`src/rtl/mdac_pkg.sv`:
```
// Shared definitions for the MDAC serial transmit path: FSM encodings and
// the serial-clock divider legality rule.
package mdac_pkg;

  typedef enum logic [1:0] {
    ST_IDLE  = 2'd0,
    ST_SHIFT = 2'd1,
    ST_LATCH = 2'd2
  } state_t;

  // An even divider keeps sclk high and low halves equal.
  function automatic bit div_legal(input int div);
    return (div >= 2) && (div % 2 == 0);
  endfunction

endpackage

```
`src/rtl/mdac_div_counter.sv`:
```
// Serial-bit phase counter: divides clk by DIV, produces the registered
// serial clock level and a tick on the last phase of each bit.
module mdac_div_counter
  import mdac_pkg::*;
#(
  parameter int DIV = 4
) (
  input  logic                   clk,
  input  logic                   reset,
  input  logic                   en,
  output logic [$clog2(DIV)-1:0] phase,
  output logic                   sclk_level,
  output logic                   bit_tick
);

  localparam int PW = $clog2(DIV);
  localparam logic [PW-1:0] PH_LAST = PW'(DIV - 1);
  localparam logic [PW-1:0] PH_HALF = PW'(DIV / 2);

  if (!div_legal(DIV)) begin : g_div_illegal
    $error("mdac_div_counter: DIV must be even and at least 2");
  end

  logic [PW-1:0] phase_nxt;

  assign bit_tick  = (phase == PH_LAST);
  assign phase_nxt = bit_tick ? '0 : phase + 1'b1;

  // sclk is registered from the next phase so it lines up with phase itself.
  always_ff @(posedge clk) begin
    if (reset || !en) begin
      phase      <= '0;
      sclk_level <= 1'b0;
    end else begin
      phase      <= phase_nxt;
      sclk_level <= (phase_nxt >= PH_HALF);
    end
  end

endmodule

```
`src/rtl/mdac_serial_tx.sv`:
```
// Parallel-to-serial MDAC word transmitter: MSB-first shift inside an
// active-low frame strobe, closed by a one-cycle latch phase.
module mdac_serial_tx
  import mdac_pkg::*;
#(
  parameter int WIDTH = 8,
  parameter int DIV   = 4
) (
  input  logic             clk,
  input  logic             reset,
  input  logic             in_valid,
  output logic             in_ready,
  input  logic [WIDTH-1:0] in_data,
  output logic             sdo,
  output logic             sclk_out,
  output logic             sync_n,
  output logic             done,
  output logic             busy
);

  localparam int BW = $clog2(WIDTH + 1);
  localparam logic [BW-1:0] LAST_BIT = BW'(WIDTH - 1);
  localparam logic [$clog2(DIV)-1:0] PH_LAST = $clog2(DIV)'(DIV - 1);

  if (WIDTH < 2) begin : g_width_illegal
    $error("mdac_serial_tx: WIDTH must be at least 2");
  end

  state_t             state, state_nxt;
  logic [WIDTH-1:0]   shreg, shreg_nxt;
  logic [BW-1:0]      bit_cnt, bit_cnt_nxt;
  logic [$clog2(DIV)-1:0] phase;
  logic               bit_tick;

  mdac_div_counter #(.DIV(DIV)) u_div (
    .clk       (clk),
    .reset     (reset),
    .en        (state == ST_SHIFT),
    .phase     (phase),
    .sclk_level(sclk_out),
    .bit_tick  (bit_tick)
  );

  assign in_ready = (state == ST_IDLE) && !reset;

  always_comb begin
    state_nxt   = state;
    shreg_nxt   = shreg;
    bit_cnt_nxt = bit_cnt;
    case (state)
      ST_IDLE: begin
        bit_cnt_nxt = '0;
        if (in_valid && in_ready) begin
          shreg_nxt = in_data;
          state_nxt = ST_SHIFT;
        end
      end
      ST_SHIFT: begin
        if (bit_tick) begin
          shreg_nxt   = {shreg[WIDTH-2:0], 1'b0};
          bit_cnt_nxt = bit_cnt + 1'b1;
          if (bit_cnt == LAST_BIT) state_nxt = ST_LATCH;
        end
      end
      ST_LATCH: state_nxt = ST_IDLE;
      default:  state_nxt = ST_IDLE;
    endcase
  end

  // Outputs are registered from next-state values so they switch together
  // with the state they describe.
  always_ff @(posedge clk) begin
    if (reset) begin
      state   <= ST_IDLE;
      shreg   <= '0;
      bit_cnt <= '0;
      sdo     <= 1'b0;
      sync_n  <= 1'b1;
      done    <= 1'b0;
      busy    <= 1'b0;
    end else begin
      state   <= state_nxt;
      shreg   <= shreg_nxt;
      bit_cnt <= bit_cnt_nxt;
      sdo     <= (state_nxt == ST_SHIFT) && shreg_nxt[WIDTH-1];
      sync_n  <= (state_nxt != ST_SHIFT);
      done    <= (state_nxt == ST_LATCH);
      busy    <= (state_nxt != ST_IDLE);
    end
  end

  a_tick_at_last_phase: assert property (@(posedge clk) disable iff (reset)
    bit_tick |-> (phase == PH_LAST));

endmodule

```
`config.mk`:
```
export PLATFORM = sky130hd
export DESIGN_NAME = mdac_serial_tx
export DESIGN_NICKNAME = d
export VERILOG_FILES = /design/src/rtl/mdac_pkg.sv /design/src/rtl/mdac_div_counter.sv /design/src/rtl/mdac_serial_tx.sv
export SDC_FILE = /design/constraint.sdc
export NUM_CORES = 1
export LEC_CHECK = 0
export ABC_AREA = 1
export CORE_MARGIN = 4
export CORE_UTILIZATION = 53
export CTS_BUF_LIST = sky130_fd_sc_hd__clkbuf_4 sky130_fd_sc_hd__clkbuf_8
export CTS_CLUSTER_DIAMETER = 50
export CTS_CLUSTER_SIZE = 14
export DETAILED_ROUTE_END_ITERATION = 8
export GPL_ROUTABILITY_DRIVEN = 0
export PLACE_DENSITY_LB_ADDON = 0.12
export SLEW_MARGIN = 20
export SYNTH_ARGS = -nofsm -noshare
export SYNTH_HDL_FRONTEND = slang
export SYNTH_HIERARCHICAL = 1
export SYNTH_SLANG_ARGS = --single-unit
```
`constraint.sdc`:
```
create_clock -name clk -period 1.5 [get_ports clk]
set_clock_uncertainty 0.1 [all_clocks]
set_input_delay 0.3 -clock clk [delete_from_list [all_inputs] [get_ports clk]]
set_output_delay 0.3 -clock clk [all_outputs]
set_load 0.01 [all_outputs]
```
==> flow_summary_export.csv, run 1 <==
group,metric,value,unit
critical_path,worstPathMaxFanout,13,
timing,worst_slack,0.0626,ns
critical_path,worst-r2r-cell-count,8,
power_and_ir_drop,internal_power,783,uW
power_and_ir_drop,irDropWorstVdd,556,uV
floorplan,fp.dieW,49.7,um
clock_network,cts_tree,"yes",
place,pre_cts_slack,-0.311,ns
timing,worstMarginPinSlew,0.193,ns
synthesis,synthCells,126,
global_routing,grt.overflow.total,0,
critical_path,r2r_end,"sdo",
power_and_ir_drop,power_frac_comb,16.1,%
route,wl_met3,84,um
clock_network,hold_buffers,0,
route,drc,0,
floorplan,placeableCoreArea,1580,um^2
critical_path,crit_path_end_kind,"register",
route,top_layer,"met4",
global_routing,grt_start_max_net_pins,14,
route,routedWlPerCell,10.4,um
place,dp.final_hpwl,1.31,mm
power_and_ir_drop,p_per_area,874,nW/um^2
timing,fin_crit,1.44,ns
cells_and_area,fin_area,1190,um^2
floorplan,initial_core_util,58.5,%
timing,relSlewSlack,87.1,%
run_status,status,"complete, no violations",
place,placedCellCount,163,
power_and_ir_drop,p_sw_share,25.0,%
min_path,worstHoldStart,"bit_cnt[3]",
floorplan,dieArea,2470,um^2
cells_and_area,area_growth,29.6,%
route,avgViaCountPerCell,5.03,
clock_network,clk_pin_slew_worst_paths,0.11,ns
power_and_ir_drop,leakage,0.538,nW
place,io_buffers,16,
critical_path,critPathKind,"primary input to register",
cells_and_area,fin_cells,168,
route,antenna_left,0,
run,maxCapViolations,0,
floorplan,placementRows,14,
place,post_dp_cell_area,1140,um^2
clock_network,clk_latency,0.30,ns
route,wl_met1,825,um
clock_network,cts_buffers,3,
timing,fmax,0.696,GHz
critical_path,cp.arrival,1.54,ns
cells_and_area,num-fill-cells,133,
global_routing,grt_antenna_before_repair,0,
route,wirelength,1.76,mm
route,drt_first_pass_iters,4,
min_path,min_path_cells,2,
timing,setup_viol,0,
min_path,min_to,"bit_cnt[3]",
power_and_ir_drop,p_seq_share,53.9,%
power_and_ir_drop,switchingPower,262,uW
timing,slew_violations,0,
clock_network,cts_buffer_depth,2,
clock_network,clock-sinks,20,
min_path,hold_class,"register to register",
route,initialDrtViolationCount,7,
power_and_ir_drop,power_frac_clock,30.0,%
global_routing,grt_pass1_vias,788,
power_and_ir_drop,total_power,1.04,mW
synthesis,yosysWarnings,6,
critical_path,required,1.60,ns
timing,hold_ws,0.392,ns
global_routing,grt.total_usage,15.6,%
floorplan,die_h,49.7,um
timing,fin_crit_sh,95.8,%
clock_network,htree_levels,1,
critical_path,r2r_start,"u_div/phase[0]",
critical_path,r2r_setup_slack,0.12,ns
synthesis,netlist_area,922,um^2
global_routing,grt_pass1_wl,3.11,mm
cells_and_area,drive_gt1_share,19.1,%
route,vias,845,
synthesis,synth.avg_cell_area,7.32,um^2
timing,final-hold-violation-count,0,
critical_path,cp-start-kind,"primary input",
cells_and_area,n_antenna_cell,0,
synthesis,synth_fp_nets,139,
route,met2WireLength,819,um
clock_network,cts_root_buffer,"clkbuf_4",
cells_and_area,fin_nets,166,
floorplan,io_pins,17,
## placed cells by master (no fill, tap or decap)
cell             count
clkdlybuf4s50_1     10
clkbuf_4             3
ha_1                 2
inv_1               18
nand4_1              9
nor2_2               4
inv_2                1
dfxtp_1             20
nor2_1              25
nor2_4               2
o21ai_0              2
nand2_1             24
buf_2                1
nor3_1               1
nand3_2              1
a21oi_1              5
buf_12               1
nand3_1              2
nand3_4              1
nand2_4              1
a21oi_2              2
nand2_2              3
buf_4                8
dlygate4sd2_1        5
clkbuf_8             1
## stage by stage
step / setup TNS [ns] / utilization (%)
5_1_grt: -0.00492 / 75.8
4_1_cts: 0 / 74.1
3_5_place_dp: -2.76 / 72.5
6_report: 0 / 75.8
3_3_place_gp: -2.39 / 72.5
2_1_floorplan: 0 / -
## per-layer routing
metal | vias to the layer above | track usage, %
li1 | 442 | -
met1 | 378 | 18.4
met2 | 21 | 27.8
met3 | 4 | 3.01
met4 | 0 | 5.53
met5 | - | 0
## power groups by stage
stage	logic [mW]	clock network (mW)	registers, mW
after global placement	0.169	0	0.575
after CTS	0.166	0.314	0.563
final	0.168	0.313	0.563
after detailed placement	0.173	0	0.576
after floorplan	0.0837	0	0.582
after global routing	0.186	0.351	0.566
## worst max-delay path by stage
stage / from / to / slack, ns
6_report: reset / shreg[4] / 0.06
5_1_grt: u_div/phase[0] / bit_cnt[2] / -0.005
4_1_cts: u_div/phase[0] / sdo / 0.03
3_5_place_dp: reset / in_ready / -0.31
3_3_place_gp: reset / in_ready / -0.30
2_1_floorplan: u_div/phase[1] / shreg[1] / 0.22
## worst max-delay path, cell delays in order
cell             delay [ns]
clkdlybuf4s50_1        0.48
buf_4                  0.21
inv_2                  0.10
buf_4                  0.16
nand4_1                0.08
nand2_1                0.05
nor2_1                 0.11
nor2_1                 0.05
## repair_timing
| action | in CTS | in global routing |
|---|---|---|
| setup endpoints to repair | 6 | 13 |
| setup buffers | 0 | 1 |
| pin swaps | 0 | 1 |
| resized for setup | 9 | 2 |
## flip-flops by register name, indices dropped and copies added (netlist names)
| signal | flops |
|---|---|
| state | 2 |
| sdo | 1 |
| shreg | 8 |
| bit_cnt | 4 |
| busy | 1 |
| u_div/phase | 2 |
| done | 1 |
| sync_n | 1 |
## area by class of cell
cell class	count	area (um^2)	share of cell area, %
sequential	20	400	33.5
clock buffer	4	36.3	3.04
multi-input combinational	84	438	36.6
timing repair buffer	25	229	19.2
inverter	19	71.3	5.97
tap	16	20.0	1.68
Note: power is estimated with default switching activity, not from simulation.
==> run 2, diff against run 1 <==
--- a/config.mk
+++ b/config.mk
@@ -9,7 +9,7 @@
 export CORE_MARGIN = 4
 export CORE_UTILIZATION = 53
 export CTS_BUF_LIST = sky130_fd_sc_hd__clkbuf_4 sky130_fd_sc_hd__clkbuf_8
-export CTS_CLUSTER_DIAMETER = 50
+export CTS_CLUSTER_DIAMETER = 80
 export CTS_CLUSTER_SIZE = 14
 export DETAILED_ROUTE_END_ITERATION = 8
 export GPL_ROUTABILITY_DRIVEN = 0
==> results of run 2 <==
No change in the layout: final DEF, timing and power equal those of run 1.
==> run 3, diff against run 2 <==
--- a/config.mk
+++ b/config.mk
@@ -6,6 +6,7 @@
 export NUM_CORES = 1
 export LEC_CHECK = 0
 export ABC_AREA = 1
+export ABC_CLOCK_PERIOD_IN_PS = 1500
 export CORE_MARGIN = 4
 export CORE_UTILIZATION = 53
 export CTS_BUF_LIST = sky130_fd_sc_hd__clkbuf_4 sky130_fd_sc_hd__clkbuf_8
@@ -14,6 +15,7 @@
 export DETAILED_ROUTE_END_ITERATION = 8
 export GPL_ROUTABILITY_DRIVEN = 0
 export PLACE_DENSITY_LB_ADDON = 0.12
+export SKIP_LAST_GASP = 1
 export SLEW_MARGIN = 20
 export SYNTH_ARGS = -nofsm -noshare
 export SYNTH_HDL_FRONTEND = slang
==> run 3 against run 2 <==
Net effect:
- sequential share of layout area stayed put
- register-to-register slack about the same
- sequential power about the same
- wire length decreased by 0.11%
- final cell count is the same
==> flow_summary_export.csv, run 3 (synthesis gave the netlist of run 1 again) <==
group,metric,value,unit
critical_path,r2r_setup_slack,0.12,ns
floorplan,fp.dieW,49.7,um
route,routedWlPerCell,10.4,um
clock_network,clk_latency,0.30,ns
power_and_ir_drop,irDropWorstVdd,556,uV
cells_and_area,n_antenna_cell,0,
cells_and_area,final_common_cell,"nor2_1",
critical_path,crit_path_end_kind,"register",
clock_network,cts_tree,"yes",
timing,fmax,0.696,GHz
timing,slew_violations,0,
cells_and_area,largest_reg_flops,8,
global_routing,grt.total_usage,15.6,%
cells_and_area,drive_gt1_share,19.1,%
cells_and_area,top_register,"shreg",
floorplan,placeableCoreArea,1580,um^2
critical_path,cp.arrival,1.54,ns
clock_network,hold_buffers,0,
critical_path,critPathKind,"primary input to register",
cells_and_area,area_growth,29.6,%
timing,worstMarginPinSlew,0.193,ns
power_and_ir_drop,leakage,0.538,nW
timing,setup_viol,0,
place,pre_cts_slack,-0.311,ns
cells_and_area,fin_nets,166,
cells_and_area,fin_cells,168,
route,drc,0,
timing,final-hold-violation-count,0,
critical_path,cp-start-kind,"primary input",
cells_and_area,final_cell_mix,"nor2_1 (25), nand2_1 (24), dfxtp_1 (20), inv_1 (18), clkdlybuf4s50_1 (10)",
clock_network,cts_buffer_depth,2,
run,maxCapViolations,0,
clock_network,cts_root_buffer,"clkbuf_4",
global_routing,grt.overflow.total,0,
timing,fin_crit_sh,95.8,%
clock_network,htree_levels,1,
run_status,status,"complete, no violations",
timing,relSlewSlack,87.1,%
clock_network,clock-sinks,20,
min_path,hold_class,"register to register",
critical_path,worstPathMaxFanout,13,
timing,worst_slack,0.0625,ns
global_routing,grt_pass1_wl,3.11,mm
floorplan,dieArea,2470,um^2
power_and_ir_drop,total_power,1.04,mW
place,dp.final_hpwl,1.31,mm
global_routing,grt_start_max_net_pins,14,
floorplan,io_pins,17,
power_and_ir_drop,p_per_area,874,nW/um^2
floorplan,placementRows,14,
floorplan,initial_core_util,58.5,%
route,initialDrtViolationCount,7,
critical_path,required,1.60,ns
clock_network,cts_buffers,3,
route,antenna_left,0,
place,post_dp_cell_area,1140,um^2
timing,fin_tns_setup,0,ns
timing,fin_crit,1.44,ns
route,wirelength,1.75,mm
global_routing,grt_pass1_vias,788,
clock_network,clk_pin_slew_worst_paths,0.11,ns
route,drt_first_pass_iters,4,
cells_and_area,fin_area,1190,um^2
route,avgViaCountPerCell,5.03,
cells_and_area,top_regs,"shreg: 8 flops, bit_cnt: 4 flops",
global_routing,grt_antenna_before_repair,0,
route,vias,845,
place,io_buffers,16,
floorplan,die_h,49.7,um
place,placedCellCount,163,
## run 3: what timing repair did
action	in CTS	in global routing
setup endpoints to repair	6	14
pin swaps	0	1
setup buffers	0	1
gates resized for setup	6	4
## run 3: metal layers
metal  track usage (%)  wire (um)  vias up
li1                  -          -      442
met1              18.4        824      378
met2              27.8        819       21
met3              3.01         83        4
met4              5.53         25        0
met5                 0          0        -
## run 3: metrics by stage
step | utilization (%) | hold WS, ns
finish | 75.8 | 0.392
global route | 75.8 | 0.428
CTS | 74.4 | 0.392
detailed placement | 72.5 | 0.376
global placement | 72.5 | 0.373
floorplan | - | 0.347
## run 3: layout make-up
class                           count  area (um^2)
Multi-Input combinational cell     84          438
Sequential cell                    20          400
Fill cell                         133          382
Timing Repair Buffer               25          229
Inverter                           19         71.3
Clock buffer                        4         36.3
Tap cell                           16         20.0
## run 3: power by group
group          internal (mW)  switching [mW]  leakage (nW)
Combinational         0.0803          0.0874         0.354
Clock                  0.148           0.165        0.0210
Sequential             0.554         0.00891         0.163
Total                  0.783           0.262         0.538
## run 3: worst paths after layout
kind,depth (start not counted),startpoint,end
max,8,reset,shreg[4]
min,2,bit_cnt[3],bit_cnt[3]
max reg2reg,8,u_div/phase[0],sdo
min reg2reg,2,bit_cnt[3],bit_cnt[3]
## run 3: worst max-delay path, stage by stage
cell,delay [ns]
clkdlybuf4s50_1,0.48
buf_4,0.21
inv_2,0.10
buf_4,0.16
nand4_1,0.08
nand2_1,0.05
nor2_1,0.11
nor2_1,0.05
